<file path="config.mk">
export PLATFORM = sky130hd
export DESIGN_NAME = cdc_xfer_arbiter
export DESIGN_NICKNAME = d
export VERILOG_FILES = /design/src/rtl/cdc_pkg.sv /design/src/rtl/cdc_xfer_arbiter_rr_pick.sv /design/src/rtl/cdc_xfer_arbiter.sv
export SDC_FILE = /design/constraint.sdc
export NUM_CORES = 1
export LEC_CHECK = 0
export CORE_ASPECT_RATIO = 0.6
export CORE_MARGIN = 3
export CORE_UTILIZATION = 43
export CTS_CLUSTER_SIZE = 14
export DETAILED_ROUTE_END_ITERATION = 6
export PLACE_DENSITY = 0.92
export SLEW_MARGIN = 40
export SYNTH_ARGS = -nofsm -noshare
export SYNTH_HDL_FRONTEND = slang
export SYNTH_SLANG_ARGS = --single-unit
</file>
<file path="constraint.sdc">
create_clock -name clk -period 3.89 [get_ports clk]
set_clock_uncertainty 0.15 [all_clocks]
set_input_delay 0.5835 -clock clk [delete_from_list [all_inputs] [get_ports clk]]
set_output_delay 0.5835 -clock clk [all_outputs]
set_load 0.05 [all_outputs]
</file>
<file path="src/rtl/cdc_pkg.sv">
// Shared types and helpers for the transfer arbiter: FSM state encoding,
// tag-width derivation and packing of the {grant_id, payload} channel word.
package cdc_pkg;

   typedef enum logic [1:0] {
      ST_IDLE  = 2'd0,
      ST_ISSUE = 2'd1,
      ST_WAIT  = 2'd2
   } state_e;

   // Widest channel word the packing helper can build; callers cast the result down.
   localparam int unsigned CH_MAX_W = 1024;

   function automatic int unsigned id_width(input int unsigned n);
      return (n <= 2) ? 1 : $clog2(n);
   endfunction

   function automatic logic [CH_MAX_W-1:0] pack_ch(input logic [CH_MAX_W-1:0] id,
                                                   input logic [CH_MAX_W-1:0] payload,
                                                   input int unsigned         width);
      return (id << width) | payload;
   endfunction

endpackage

</file>
<file path="src/rtl/cdc_xfer_arbiter_rr_pick.sv">
// Combinational round-robin pick: first set request at or after start_i,
// wrapping modulo N_REQ.
module cdc_rr_pick #(
   parameter int N_REQ = 4,
   parameter int ID_W  = 2
) (
   input  logic [ID_W-1:0]  start_i,
   input  logic [N_REQ-1:0] req_i,
   output logic [N_REQ-1:0] gnt_oh_o,
   output logic [ID_W-1:0]  gnt_idx_o,
   output logic             any_o
);

   logic [ID_W-1:0] cand;

   always_comb begin
      gnt_oh_o  = '0;
      gnt_idx_o = '0;
      any_o     = 1'b0;
      cand      = '0;
      for (int k = 0; k < N_REQ; k++) begin
         cand = ID_W'((int'(start_i) + k) % N_REQ);
         if (!any_o && req_i[cand]) begin
            any_o          = 1'b1;
            gnt_oh_o[cand] = 1'b1;
            gnt_idx_o      = cand;
         end
      end
   end

endmodule

</file>
<file path="src/rtl/cdc_xfer_arbiter.sv">
// Round-robin arbiter feeding one handshake-channel source; tags each payload
// with the winning requester index and flags channel stalls.
//
//   state    | meaning
//   ---------+-------------------------------------------------------------
//   ST_IDLE  | arbitrate; pulse req_ready for the winner and capture its data
//   ST_ISSUE | ch_valid high, waiting for ch_ready to complete the transfer
//   ST_WAIT  | channel settling; first cycle ignored, then ch_ready -> IDLE
module cdc_xfer_arbiter
   import cdc_pkg::*;
#(
   parameter int N_REQ       = 4,
   parameter int WIDTH       = 32,
   parameter int ID_W        = id_width(N_REQ),
   parameter int TIMEOUT_CYC = 1024
) (
   input  logic                   clk,
   input  logic                   rst_n,
   input  logic [N_REQ-1:0]       req_valid,
   input  logic [N_REQ*WIDTH-1:0] req_data,
   output logic [N_REQ-1:0]       req_ready,
   output logic [ID_W+WIDTH-1:0]  ch_data,
   output logic                   ch_valid,
   input  logic                   ch_ready,
   output logic [ID_W-1:0]        grant_id,
   output logic                   busy,
   output logic                   timeout_err,
   input  logic                   err_clr
);

   localparam int              CH_W     = ID_W + WIDTH;
   localparam int              CNT_W    = $clog2(TIMEOUT_CYC + 1);
   localparam logic [ID_W-1:0] LAST_IDX = ID_W'(N_REQ - 1);
   localparam logic [CNT_W-1:0] T_MAX   = CNT_W'(TIMEOUT_CYC);

   state_e             state_q, state_d;
   logic [ID_W-1:0]    last_q, last_d;
   logic [ID_W-1:0]    gid_q, gid_d;
   logic [CH_W-1:0]    ch_data_q, ch_data_d;
   logic               wait_first_q, wait_first_d;
   logic [CNT_W-1:0]   stall_q, stall_d;
   logic               err_q, err_d;

   logic [ID_W-1:0]    start_idx;
   logic [ID_W-1:0]    pick_idx;
   logic [N_REQ-1:0]   pick_oh;
   logic               pick_any;
   logic [WIDTH-1:0]   pay_arr [N_REQ];

   always_comb begin
      for (int i = 0; i < N_REQ; i++) begin
         pay_arr[i] = req_data[i*WIDTH +: WIDTH];
      end
   end

   assign start_idx = (last_q == LAST_IDX) ? '0 : last_q + 1'b1;

   cdc_rr_pick #(
      .N_REQ (N_REQ),
      .ID_W  (ID_W)
   ) u_rr_pick (
      .start_i   (start_idx),
      .req_i     (req_valid),
      .gnt_oh_o  (pick_oh),
      .gnt_idx_o (pick_idx),
      .any_o     (pick_any)
   );

   always_comb begin
      state_d      = state_q;
      last_d       = last_q;
      gid_d        = gid_q;
      ch_data_d    = ch_data_q;
      wait_first_d = wait_first_q;
      req_ready    = '0;
      stall_d      = stall_q;
      err_d        = err_q;

      case (state_q)
         ST_IDLE: begin
            // rst_n gate keeps the accept pulse low while reset is held.
            if (pick_any && rst_n) begin
               req_ready = pick_oh;
               last_d    = pick_idx;
               gid_d     = pick_idx;
               ch_data_d = CH_W'(pack_ch(CH_MAX_W'(pick_idx), CH_MAX_W'(pay_arr[pick_idx]),
                                         WIDTH));
               state_d   = ST_ISSUE;
            end
         end
         ST_ISSUE: begin
            if (ch_ready) begin
               state_d      = ST_WAIT;
               wait_first_d = 1'b1;
            end
         end
         ST_WAIT: begin
            if (wait_first_q) begin
               wait_first_d = 1'b0;
            end else if (ch_ready) begin
               state_d = ST_IDLE;
            end
         end
         default: state_d = ST_IDLE;
      endcase

      if (state_q != ST_IDLE && !ch_ready && stall_q != T_MAX) begin
         stall_d = stall_q + 1'b1;
      end
      if (state_d == ST_IDLE) begin
         stall_d = '0;
      end

      if (err_clr) begin
         err_d = 1'b0;
      end
      if (stall_d == T_MAX) begin
         err_d = 1'b1;
      end
   end

   always_ff @(posedge clk or negedge rst_n) begin
      if (!rst_n) begin
         state_q      <= ST_IDLE;
         last_q       <= LAST_IDX;
         gid_q        <= '0;
         ch_data_q    <= '0;
         wait_first_q <= 1'b0;
         stall_q      <= '0;
         err_q        <= 1'b0;
      end else begin
         state_q      <= state_d;
         last_q       <= last_d;
         gid_q        <= gid_d;
         ch_data_q    <= ch_data_d;
         wait_first_q <= wait_first_d;
         stall_q      <= stall_d;
         err_q        <= err_d;
      end
   end

   assign ch_valid    = (state_q == ST_ISSUE);
   assign busy        = (state_q != ST_IDLE);
   assign ch_data     = ch_data_q;
   assign grant_id    = gid_q;
   assign timeout_err = err_q;

endmodule

</file>
=== Word-level counts from Yosys, hierarchy flattened ===
Index checks and enable logic that the tools add are counted.

* Register bits: 53
* Bits in latches: 0
* RAM bits: 0
* ROM bits: 0
* Input bits: 136
* Output and inout bits: 43
* Logic and storage cells: 98
* Memories kept: 0

* Add/sub/neg operators: 5
* Multipliers: 0
* Divide/modulo/power cells: 0
* Magnitude comparators: 9
* Equality and inequality tests: 6
* Shifts and indexed selects: 0
* Multiplexer cells: 45
* Bitwise operators: 5
* Reductions and logical operators: 21

{| class="wikitable"
|+ Operators with widths
! kind !! count
|-
| 32-bit binary-select mux with 2-bit select || 1
|-
| 32-bit two-way mux || 2
|-
| 34-bit by 32-bit OR with 34-bit output || 1
|-
| 4-bit two-way mux || 6
|-
| 11-bit two-way mux || 2
|-
| 2-bit two-way mux || 9
|-
| 1-bit two-way mux || 15
|-
| 2-bit by 3-bit < comparator with 1-bit output (second input constant) || 4
|-
| 4-bit OR || 3
|-
| 11-bit by 1-bit adder with 11-bit output (second input constant) || 1
|-
| 11-bit == test (second input constant) || 1
|-
| 11-bit != test (second input constant) || 1
|-
| 1-bit logical AND || 10
|-
| 1-bit binary-select mux with 2-bit select || 4
|-
| 1-bit demux with 2-bit select || 4
|-
| 2-bit by 1-bit greater-or-equal comparator with 1-bit output (second input constant) || 4
|-
| 2-bit one-hot mux with 3 select lines || 1
|-
| 2-bit nonzero test || 3
|-
| 2-bit by 1-bit adder with 2-bit output (second input constant) || 2
|-
| 2-bit adder (second input constant) || 2
|-
| 2-bit == test (second input constant) || 2
|-
| 1-bit logical NOT || 4
|-
| 2-bit logical NOT || 2
|-
| 2-bit AND reduction || 2
|-
| other kinds (5) || 5
|}

=== Logic depth before layout (Yosys ltp) ===
Gate-level depths: netlist of the first run.

* Depth in word-level cells: 21
* Depth in mapped cells: 11
* Gate-level depth less buffers: 8

=== By module ===
Synthesis of the first run repeated with hierarchy kept, for this count alone.

* Cell total of the unflattened synthesis: 344
* Area, all modules: 3483.3 µm²

{| class="wikitable"
|+ By module, submodules not included
! module !! times used !! cells each !! area an instance (µm²) !! sequential area each (µm²)
|-
| cdc_xfer_arbiter || 1 || 299 || 3064.2 || 1278.7
|-
| cdc_rr_pick || 1 || 45 || 419.2 || 0.0
|}

=== Least setup slack after synthesis of the first run ===
OpenSTA, ideal clock, no wires.

* Path kind: register to output
* Start point: register last_q[0]
* End point: output req_ready[0]
* Arrival time: 3.031 ns
* Data required time: 3.157 ns
* Slack: 0.126 ns
* Stages on the path, launching flop included: 11
* Path buffers: 4
* Path through: dfstp_2 inv_1 ha_1 clkbuf_1 mux4_2 or2_1 buf_6 o311ai_2 buf_2 buf_2 nor2_1

* Word-level cells in the longest chain between the ends: 17
* Elaborated cells between the ends (all ways): 54
* Those cells by class: 4 x add/sub; 8 x order compare; 1 x eq/ne; 27 x mux; 3 x bitwise; 11 x reduce/logical

{| class="wikitable"
|+ Ends and longest elaborated chain
! item !! line !! text
|-
| from (decl) || cdc_xfer_arbiter.sv:37 || <nowiki>logic [ID_W-1:0] last_q, last_d;</nowiki>
|-
| from (signal assigned) || cdc_xfer_arbiter.sv:133 || <nowiki>last_q <= last_d;</nowiki>
|-
| 2-bit by 1-bit adder with 2-bit output or 2-bit == test (tied branches) || cdc_xfer_arbiter.sv:56 || <nowiki>assign start_idx = (last_q == LAST_IDX) ? '0 : last_q + 1'b1;</nowiki>
|-
| 2-bit two-way mux (*) || cdc_xfer_arbiter.sv:56 ||
|-
| branches (longest 13 deep; another with 2-bit by 3-bit < comparator with 1-bit output) || -- ||
|-
| 4-bit two-way mux (*) || cdc_xfer_arbiter.sv:82 || <nowiki>if (pick_any && rst_n) begin</nowiki>
|-
| 4-bit two-way mux (*) || cdc_xfer_arbiter.sv:79 || <nowiki>case (state_q)</nowiki>
|-
| to (decl) || cdc_xfer_arbiter.sv:21 || <nowiki>output logic [N_REQ-1:0] req_ready,</nowiki>
|}

Every way passes the cells marked *. The select of a mux whose other input is x is not followed.

=== Worst setup path in the final report of the first run ===
* Start point: register last_q[0]
* End point: output req_ready[3]

The elaborated chain is that of the path after synthesis.

==> results.sh, run 1 <==
export IMPL_placed_area_um2=5938
export IMPL_power_density_nw_per_um2=998.6
export IMPL_grt_use_met3_pct=7.099
export IMPL_synth_edff_count=0
export IMPL_fin_cells=734
export IMPL_drt_iter0_drc=412
export IMPL_io_buffers=178
export IMPL_place_gp_congestion=0.9792
export IMPL_core_um2=9256
export IMPL_clkSlewWorstSetupHoldPaths_ns=0.07
export IMPL_min_period_ns=3.703
export IMPL_fmax_mhz=270.1
export IMPL_final_area_um2=6127
export IMPL_maxCapViolations=0
export IMPL_syn_area_per_cell_um2=9.109
export IMPL_synthFlopType="dfrtp_1"
export IMPL_num_vias=4452
export IMPL_worstSkewPairLatency_ns=0.29
export IMPL_dp_hpwl_mm=10.12
export IMPL_crit_family="simple AND/OR/NAND/NOR gates"
export IMPL_tightest_slew_ns=0.7418
export IMPL_netlist_area_um2=4126
export IMPL_wl_per_cell_um=19.19
export IMPL_seq_area_frac_synth_pct=30.99
export IMPL_end_kind="primary output"
export IMPL_die_w_um=132.5
export IMPL_post_route_period_util_pct=95.18
export IMPL_dr_pass1_iters=7
export IMPL_cts_root_buf="clkbuf_16"
export IMPL_finalHoldViolations=0
export IMPL_place_ws_ns=0.07765
export IMPL_numCtsBuffers=5
export IMPL_hp_class="register to register"
export IMPL_grt_overflow_total=0
export IMPL_layout_commonest_cell="clkdlybuf4s50_1"
export IMPL_rows=27
export IMPL_fillers=736
export IMPL_regArea_um2=1279
export IMPL_relSlewSlack_pct=50.21
export IMPL_startpoint_type="register"
export IMPL_start_util_pct=44.58
export IMPL_synthesis_nets=599
export IMPL_final_cell_mix="clkdlybuf4s50_1 (173), and3_1 (66), nand2_1 (50), dfrtp_1 (49)"
export IMPL_yosysWarnings=0
export IMPL_clock_sinks=51
export IMPL_p_leak_nw=2.503
export IMPL_crit_slowest_cell="dfstp_2"
export IMPL_cts_htree_levels=2
export IMPL_cts_hold_repair_buffers=0
export IMPL_grt_util_met2_pct=42.98
export IMPL_synthDistinctLibCells=53
export IMPL_grt_pass1_wl_mm=22.74
export IMPL_fin_util_pct=66.19
export IMPL_worstPathRequired_ns=3.16
export IMPL_drv_slew=0
export IMPL_grt_util_met1_pct=32.97
export IMPL_worst_slack_ns=0.1874
export IMPL_antenna_found_initial=0
export IMPL_synthArstFlopShare_pct=100.0
export IMPL_outcome="finished, final reports clean"
export IMPL_syn_inst=453
export IMPL_cp_max_fo=9
export IMPL_ir_drop_v=0.0007128
export IMPL_nets=749
export IMPL_routed_via_density=6.065
export IMPL_drive_gt1_share_pct=13.41
export IMPL_grt_max_degree=74
export IMPL_path_class="register to primary output"
export IMPL_die_area_um2=10850
export IMPL_multi_input_area_um2=2592
export IMPL_grt_total_usage_pct=25.45
export IMPL_cts_buffer_depth=2
export IMPL_finalPower_mw=6.119
export IMPL_drc=0
export IMPL_rsz0062_at_grt="no"
export IMPL_timing_hold_ws_ns=0.3300
export IMPL_ys_seq_elements=51
export IMPL_die_h_um=81.88
export IMPL_setup_viol=0
export IMPL_placed_cells=723
export IMPL_cp_data_arrival_time_ns=2.97
export IMPL_grt_pass1_vias=4368
export IMPL_cts_tree="yes"
export IMPL_area_growth_pct=48.48
export IMPL_grt_busiest_layer="met2"
export IMPL_drtAntennaViolNets=0
export IMPL_slowest_delay_ns=0.63
export IMPL_finalSetupTns_ns=0
export IMPL_drt_total_wl_mm=14.09
export IMPL_critical_path_buf_inv_count=2
export IMPL_cp_cell_sequence="inv_1, ha_2, nor2_2, mux4_2, or2_4, o311ai_4, nor2_1, buf_4"
export IMPL_antenna_cells=0
export IMPL_pin_count=179
[synthesized netlist by cell type, types with 2 or more instances]
library cell / n / area share [%]
a2111oi_0: 32 / 6.8
a21oi_1: 7 / 0.85
a221oi_1: 9 / 1.9
a221oi_2: 29 / 11
and3_1: 66 / 10
buf_2: 11 / 1.3
buf_4: 2 / 0.36
buf_6: 5 / 1.4
clkbuf_1: 29 / 2.6
clkbuf_2: 3 / 0.36
dfrtp_1: 49 / 30
dfstp_2: 2 / 1.3
ha_1: 10 / 3.0
inv_1: 10 / 0.91
mux2_2: 4 / 1.1
mux2i_1: 4 / 0.97
mux4_2: 3 / 1.6
nand2_1: 51 / 4.6
nand2b_1: 3 / 0.45
nand3_1: 5 / 0.61
nand3b_1: 5 / 0.91
nand4_1: 2 / 0.30
nor2_1: 24 / 2.2
nor2b_1: 5 / 0.76
nor3_1: 5 / 0.61
o21ai_0: 11 / 1.3
o31ai_1: 32 / 5.8
xnor2_1: 6 / 1.3
xor2_1: 5 / 1.1
[path summary, 6_finish.rpt]
| check | start | to | slack [ns] | cells past startpoint |
|---|---|---|---|---|
| min | ch_data[31]$_DFFE_PN0P_ | ch_data[31]$_DFFE_PN0P_ | 0.33 | 2 |
| max reg2reg | last_q[0]$_DFFE_PN1P_ | ch_data[0]$_DFFE_PN0P_ | 0.30 | 9 |
| max | last_q[0]$_DFFE_PN1P_ | req_ready[3] | 0.19 | 8 |
| min reg2reg | ch_data[31]$_DFFE_PN0P_ | ch_data[31]$_DFFE_PN0P_ | 0.33 | 2 |
| max in group asynchronous | rst_n | ch_data[6]$_DFFE_PN0P_ | 2.75 | 2 |
| min in group asynchronous | rst_n | state_q[0]$_DFF_PN0_ | 0.40 | 2 |
[layout make-up]
class,instances,area share (%)
Timing Repair Buffer,194,31.00
Inverter,10,0.6126
Sequential cell,51,20.87
Tap cell,130,2.655
Multi-Input combinational cell,341,42.31
Clock buffer,8,2.553
[report_power, final]
part	internal (mW)	total [mW]	switching [mW]
sequential	0.759	0.909	0.151
combinational	1.80	4.75	2.95
clock	0.274	0.462	0.187
total	2.83	6.12	3.29
[worst register-to-register path, delay by kind of cell, from the launching register on]
kind	cells	cell delay [ns]
buffers and inverters	2	0.45
AO/OA/AOI/OAI	4	1.44
AND/OR/NAND/NOR	2	0.53
flip-flops	1	0.63
adder cells (fa/ha/maj)	1	0.26
[kinds of logic after synthesis]
group,after synthesis,synth area share (%)
mux,11,3.699
xor+xnor,11,2.335
compound gates,133,30.32
flops,51,30.99
fa+ha+maj,10,3.032
simple gates,176,22.56
buf+inv,61,7.064
[state kept, by name, summed over array words and instances, names as in the netlist]
| signal | flops |
|---|---|
| state_q | 2 |
| wait_first_q | 1 |
| stall_q | 11 |
| grant_id | 2 |
| timeout_err | 1 |
| ch_data | 32 |
| last_q | 2 |
[what timing repair did]
| item | in CTS | in global routing |
|---|---|---|
| resized for setup | 1 | 3 |
| gates cloned | 0 | 0 |
| buffers inserted | 0 | 3 |
| pin swaps | 0 | 2 |
| endpoints found under the setup margin | 4 | 5 |
[layer usage]
layer | wire, um | vias up
li1 | - | 2048
met3 | 1231 | 40
met4 | 215 | 0
met1 | 6009 | 2113
met2 | 6632 | 251
met5 | 0 | -
Note: power is estimated with default switching activity, not from simulation.
==> inputs of run 2 (changes only) <==
Settings changed: CORE_ASPECT_RATIO 0.6 to 0.75, GPL_ROUTABILITY_DRIVEN set to 0, TNS_END_PERCENT set to 30.
==> results.sh, run 2 (synthesis gave the netlist of run 1 again) <==
export IMPL_maxCapViolations=0
export IMPL_drt_total_wl_mm=14.02
export IMPL_timing_hold_ws_ns=0.3299
export IMPL_die_w_um=119.1
export IMPL_cp_max_fo=9
export IMPL_cts_buffer_depth=2
export IMPL_p_leak_nw=2.494
export IMPL_drtAntennaViolNets=0
export IMPL_cp_data_arrival_time_ns=3.01
export IMPL_num_vias=4390
export IMPL_post_cts_repair_setup_buffers=0
export IMPL_grt_max_degree=65
export IMPL_path_class="register to primary output"
export IMPL_tightest_slew_ns=0.6933
export IMPL_finalPower_mw=6.075
export IMPL_post_route_period_util_pct=96.18
export IMPL_worstSkewPairLatency_ns=0.29
export IMPL_die_h_um=90.84
export IMPL_core_um2=9196
export IMPL_clock_sinks=51
export IMPL_start_util_pct=44.87
export IMPL_die_area_um2=10820
export IMPL_relSlewSlack_pct=53.78
export IMPL_fin_cells=731
export IMPL_setup_viol=0
export IMPL_fmax_mhz=267.3
export IMPL_grt_pass1_vias=4449
export IMPL_ir_drop_v=0.0005253
export IMPL_finalHoldViolations=0
export IMPL_antenna_cells=0
export IMPL_crit_slowest_cell="dfstp_2"
export IMPL_placed_cells=723
export IMPL_cts_htree_levels=2
export IMPL_cts_tree="yes"
export IMPL_drc=0
export IMPL_cts_root_buf="clkbuf_16"
export IMPL_end_kind="primary output"
export IMPL_cts_hold_repair_buffers=0
export IMPL_power_density_nw_per_um2=994.1
export IMPL_startpoint_type="register"
export IMPL_hp_class="register to register"
export IMPL_fin_util_pct=66.45
export IMPL_min_period_ns=3.741
export IMPL_rows=30
export IMPL_final_cell_mix="clkdlybuf4s50_1 (173), and3_1 (66), nand2_1 (50), dfrtp_1 (49)"
export IMPL_finalSetupTns_ns=0
export IMPL_routed_via_density=6.005
export IMPL_nets=748
export IMPL_largest_reg_flops=32
export IMPL_drive_gt1_share_pct=13.43
export IMPL_slowest_delay_ns=0.64
export IMPL_wl_per_cell_um=19.18
export IMPL_rsz0062_at_grt="no"
export IMPL_grt_total_usage_pct=24.82
export IMPL_drv_slew=0
export IMPL_drt_iter0_drc=361
export IMPL_dp_hpwl_mm=9.992
export IMPL_grt_pass1_wl_mm=22.21
export IMPL_outcome="finished, final reports clean"
export IMPL_cp_cell_sequence="inv_1, ha_2, nor2_2, mux4_2, or2_4, o311ai_4, nor2_1, buf_4"
export IMPL_dr_pass1_iters=5
export IMPL_worstPathRequired_ns=3.16
export IMPL_io_buffers=178
export IMPL_grt_overflow_total=0
export IMPL_area_growth_pct=48.09
export IMPL_clkSlewWorstSetupHoldPaths_ns=0.07
export IMPL_pin_count=179
export IMPL_antenna_found_initial=0
export IMPL_layout_commonest_cell="clkdlybuf4s50_1"
export IMPL_numCtsBuffers=5
run 2: cell types whose count changed in the layout (fill, tap and decap cells not counted):
cell      delta
a311oi_1     -1
buf_12       -1
a311oi_2     +1
run 2: metal layers:
layer  global-route usage [%]  share of wire, %  up-vias
li1                         -                 -     2046
met1                    30.68                42     2125
met2                    41.75                48      189
met3                    5.886               7.2       30
met4                    9.740               3.1        0
met5                        0                 0        -
run 2: final cells by class:
| type | instances | area, um^2 |
|---|---|---|
| multi-input cells | 341 | 2599 |
| repair buffers | 193 | 1879 |
| inverters | 10 | 37.54 |
| well taps | 128 | 160.2 |
| clock buffers | 8 | 156.4 |
| flip-flops and latches | 51 | 1279 |
| fillers | 733 | 3085 |
run 2: power by group:
| part | total (mW) | switching (mW) | internal, mW |
|---|---|---|---|
| sequential | 0.908 | 0.150 | 0.758 |
| combinational | 4.69 | 2.92 | 1.77 |
| clock | 0.476 | 0.201 | 0.275 |
run 2: path summary, 6_finish.rpt:
path | start | endpoint | slack (ns) | cells after the start
worst min register to register | ch_data[31]$_DFFE_PN0P_ | ch_data[31]$_DFFE_PN0P_ | 0.33 | 2
worst max-delay path | last_q[0]$_DFFE_PN1P_ | req_ready[1] | 0.15 | 8
worst min-delay path | ch_data[31]$_DFFE_PN0P_ | ch_data[31]$_DFFE_PN0P_ | 0.33 | 2
worst max register to register | last_q[0]$_DFFE_PN1P_ | ch_data[16]$_DFFE_PN0P_ | 0.41 | 10
max in group asynchronous | rst_n | ch_data[5]$_DFFE_PN0P_ | 2.74 | 2
min in group asynchronous | rst_n | stall_q[2]$_DFF_PN0_ | 0.37 | 2
run 2: critical path, delay by kind of cell (launching register included):
family | cells | cell delay [ns]
simple gates | 3 | 0.65
flops | 1 | 0.64
mux | 1 | 0.42
compound gates | 1 | 0.39
buf+inv | 2 | 0.36
fa+ha+maj | 1 | 0.26
run 2: repair_timing:
action | 4_1_cts | 5_1_grt
resized for setup | 1 | 3
endpoints found under the setup margin | 4 | 4
pin swaps | 0 | 1
run 2: metrics by stage:
stage | worst slack (ns) | cell area, um^2
final | 0.1487 | 6111
after global routing | 0.01982 | 6111
after CTS | 0.02566 | 6097
after detailed placement | 0.2741 | 5938
after global placement | 0.3780 | 5938
after floorplan | 0.1258 | 4126
==> inputs of run 3 (changes only) <==
Settings changed: CORE_UTILIZATION 43 to 39, PLACE_DENSITY 0.92 to 0.89.
Clock period 3.89 ns to 3.4 ns, I/O delays scaled along.
==> results.sh, run 3 (synthesis gave the netlist of run 1 again) <==
export IMPL_nets=767
export IMPL_crit_family="flip-flops"
export IMPL_min_period_ns=3.359
export IMPL_rows=31
export IMPL_grt_overflow_total=0
export IMPL_placed_cells=736
export IMPL_die_w_um=124.8
export IMPL_post_route_period_util_pct=98.78
export IMPL_maxCapViolations=0
export IMPL_placed_area_um2=6111
export IMPL_grt_max_degree=65
export IMPL_wl_per_cell_um=18.93
export IMPL_largest_reg_flops=32
export IMPL_end_kind="primary output"
export IMPL_grt_pass1_wl_mm=22.76
export IMPL_cp_max_fo=6
export IMPL_dp_hpwl_mm=10.32
export IMPL_start_util_pct=41.40
export IMPL_drc=0
export IMPL_dr_pass1_iters=5
export IMPL_hp_class="primary input to asynchronous set/reset pin"
export IMPL_cts_tree="yes"
export IMPL_cp_cell_sequence="inv_2, ha_4, nor2_4, mux4_2, or2_4, o311ai_4, nor2_2, buf_4"
export IMPL_grt_total_usage_pct=23.18
export IMPL_cp_depth=8
export IMPL_drt_iter0_drc=317
export IMPL_cts_buffer_depth=2
export IMPL_clock_sinks=51
export IMPL_setup_viol=0
export IMPL_place_ws_ns=-0.02329
export IMPL_cts_root_buf="clkbuf_16"
export IMPL_p_leak_nw=2.620
export IMPL_num_vias=4352
export IMPL_relSlewSlack_pct=50.71
export IMPL_startpoint_type="register"
export IMPL_finalHoldViolations=0
export IMPL_drive_gt1_share_pct=18.33
export IMPL_reg2regPathDepth=12
export IMPL_die_area_um2=11860
export IMPL_cts_htree_levels=2
export IMPL_die_h_um=95.08
export IMPL_slowest_delay_ns=0.61
export IMPL_ir_drop_v=0.0007299
export IMPL_final_cell_mix="clkdlybuf4s50_1 (172), and3_1 (66), nand2_1 (50), dfrtp_1 (49), a221oi_2 (33)"
export IMPL_grt_pass1_vias=4495
export IMPL_path_class="register to primary output"
export IMPL_worstSkewPairLatency_ns=0.29
export IMPL_multi_input_area_um2=2679
export IMPL_power_density_nw_per_um2=1162
export IMPL_cp_data_arrival_time_ns=2.70
export IMPL_worstPathRequired_ns=2.74
export IMPL_routed_via_density=5.772
export IMPL_regArea_um2=1279
export IMPL_worst_slack_ns=0.04132
export IMPL_antenna_found_initial=0
export IMPL_critical_path_buf_inv_count=2
export IMPL_antenna_cells=0
export IMPL_outcome="finished, final reports clean"
export IMPL_io_buffers=178
export IMPL_drtAntennaViolNets=0
export IMPL_drv_slew=0
export IMPL_cp_startpoint="last_q[1]$_DFFE_PN1P_"
export IMPL_final_area_um2=6417
export IMPL_fillers=772
export IMPL_finalPower_mw=7.458
export IMPL_fin_cells=754
export IMPL_tightest_slew_ns=0.7344
export IMPL_numCtsBuffers=5
export IMPL_fin_util_pct=64.38
export IMPL_r2r_start="last_q[1]$_DFFE_PN1P_"
export IMPL_timing_hold_ws_ns=0.3058
export IMPL_crit_slowest_cell="dfstp_2"
export IMPL_fmax_mhz=297.7
export IMPL_pin_count=179
export IMPL_drt_total_wl_mm=14.28
export IMPL_area_growth_pct=55.52
export IMPL_layout_commonest_cell="clkdlybuf4s50_1"
export IMPL_core_um2=9968
export IMPL_finalSetupTns_ns=0
export IMPL_clkSlewWorstSetupHoldPaths_ns=0.07
run 3: changes by cell type in the layout (fill, tap and decap cells not counted), moves of 4 or more:
cell      previous run  this run
a221oi_2            29        33
buf_4               19        31
nor2_1              22        17
buf_12               0         7
a221oi_1             9         5
run 3: area by class of cell:
type / count / area share (%)
Inverter: 10 / 0.5849
Multi-Input combinational cell: 341 / 41.74
Clock buffer: 5 / 1.950
Sequential cell: 51 / 19.93
Timing Repair Buffer: 212 / 32.91
Tap cell: 132 / 2.574
Clock inverter: 3 / 0.3120
run 3: worst paths after layout:
check	endpoint	slack, ns
max	req_ready[3]	0.04
min	ch_data[26]$_DFFE_PN0P_	0.31
max reg2reg	stall_q[4]$_DFF_PN0_	0.14
min reg2reg	ch_data[12]$_DFFE_PN0P_	0.33
max in group asynchronous	ch_data[9]$_DFFE_PN0P_	2.32
min in group clk	ch_data[12]$_DFFE_PN0P_	0.33
run 3: per-layer routing:
layer,vias up,wire [um],global-route usage [%]
met5,-,0,0
met4,0,209,5.931
met3,18,1047,4.927
met2,190,7116,41.32
met1,2052,5902,28.99
li1,2092,-,-
run 3: where the power goes:
group          total (mW)  switching [mW]  leakage [nW]  internal, mW
registers            1.04           0.172         0.644         0.867
logic                5.92            3.49          1.91          2.43
clock network       0.502           0.230        0.0658         0.272
total                7.46            3.89          2.62          3.57
run 3: worst register-to-register path: cells and delay by family, from the launching register on:
family | cells | cell delay [ns]
flip-flops | 1 | 0.61
multiplexers | 1 | 0.32
AO/OA/AOI/OAI | 1 | 0.47
buffers and inverters | 5 | 0.69
adder cells (fa/ha/maj) | 1 | 0.19
AND/OR/NAND/NOR | 4 | 0.71
run 3: timing repair:
action	CTS	global route
resized for setup	6	12
endpoints found under the setup margin	5	4
pin swaps	2	3
setup buffers	5	5
hold buffers	0	0
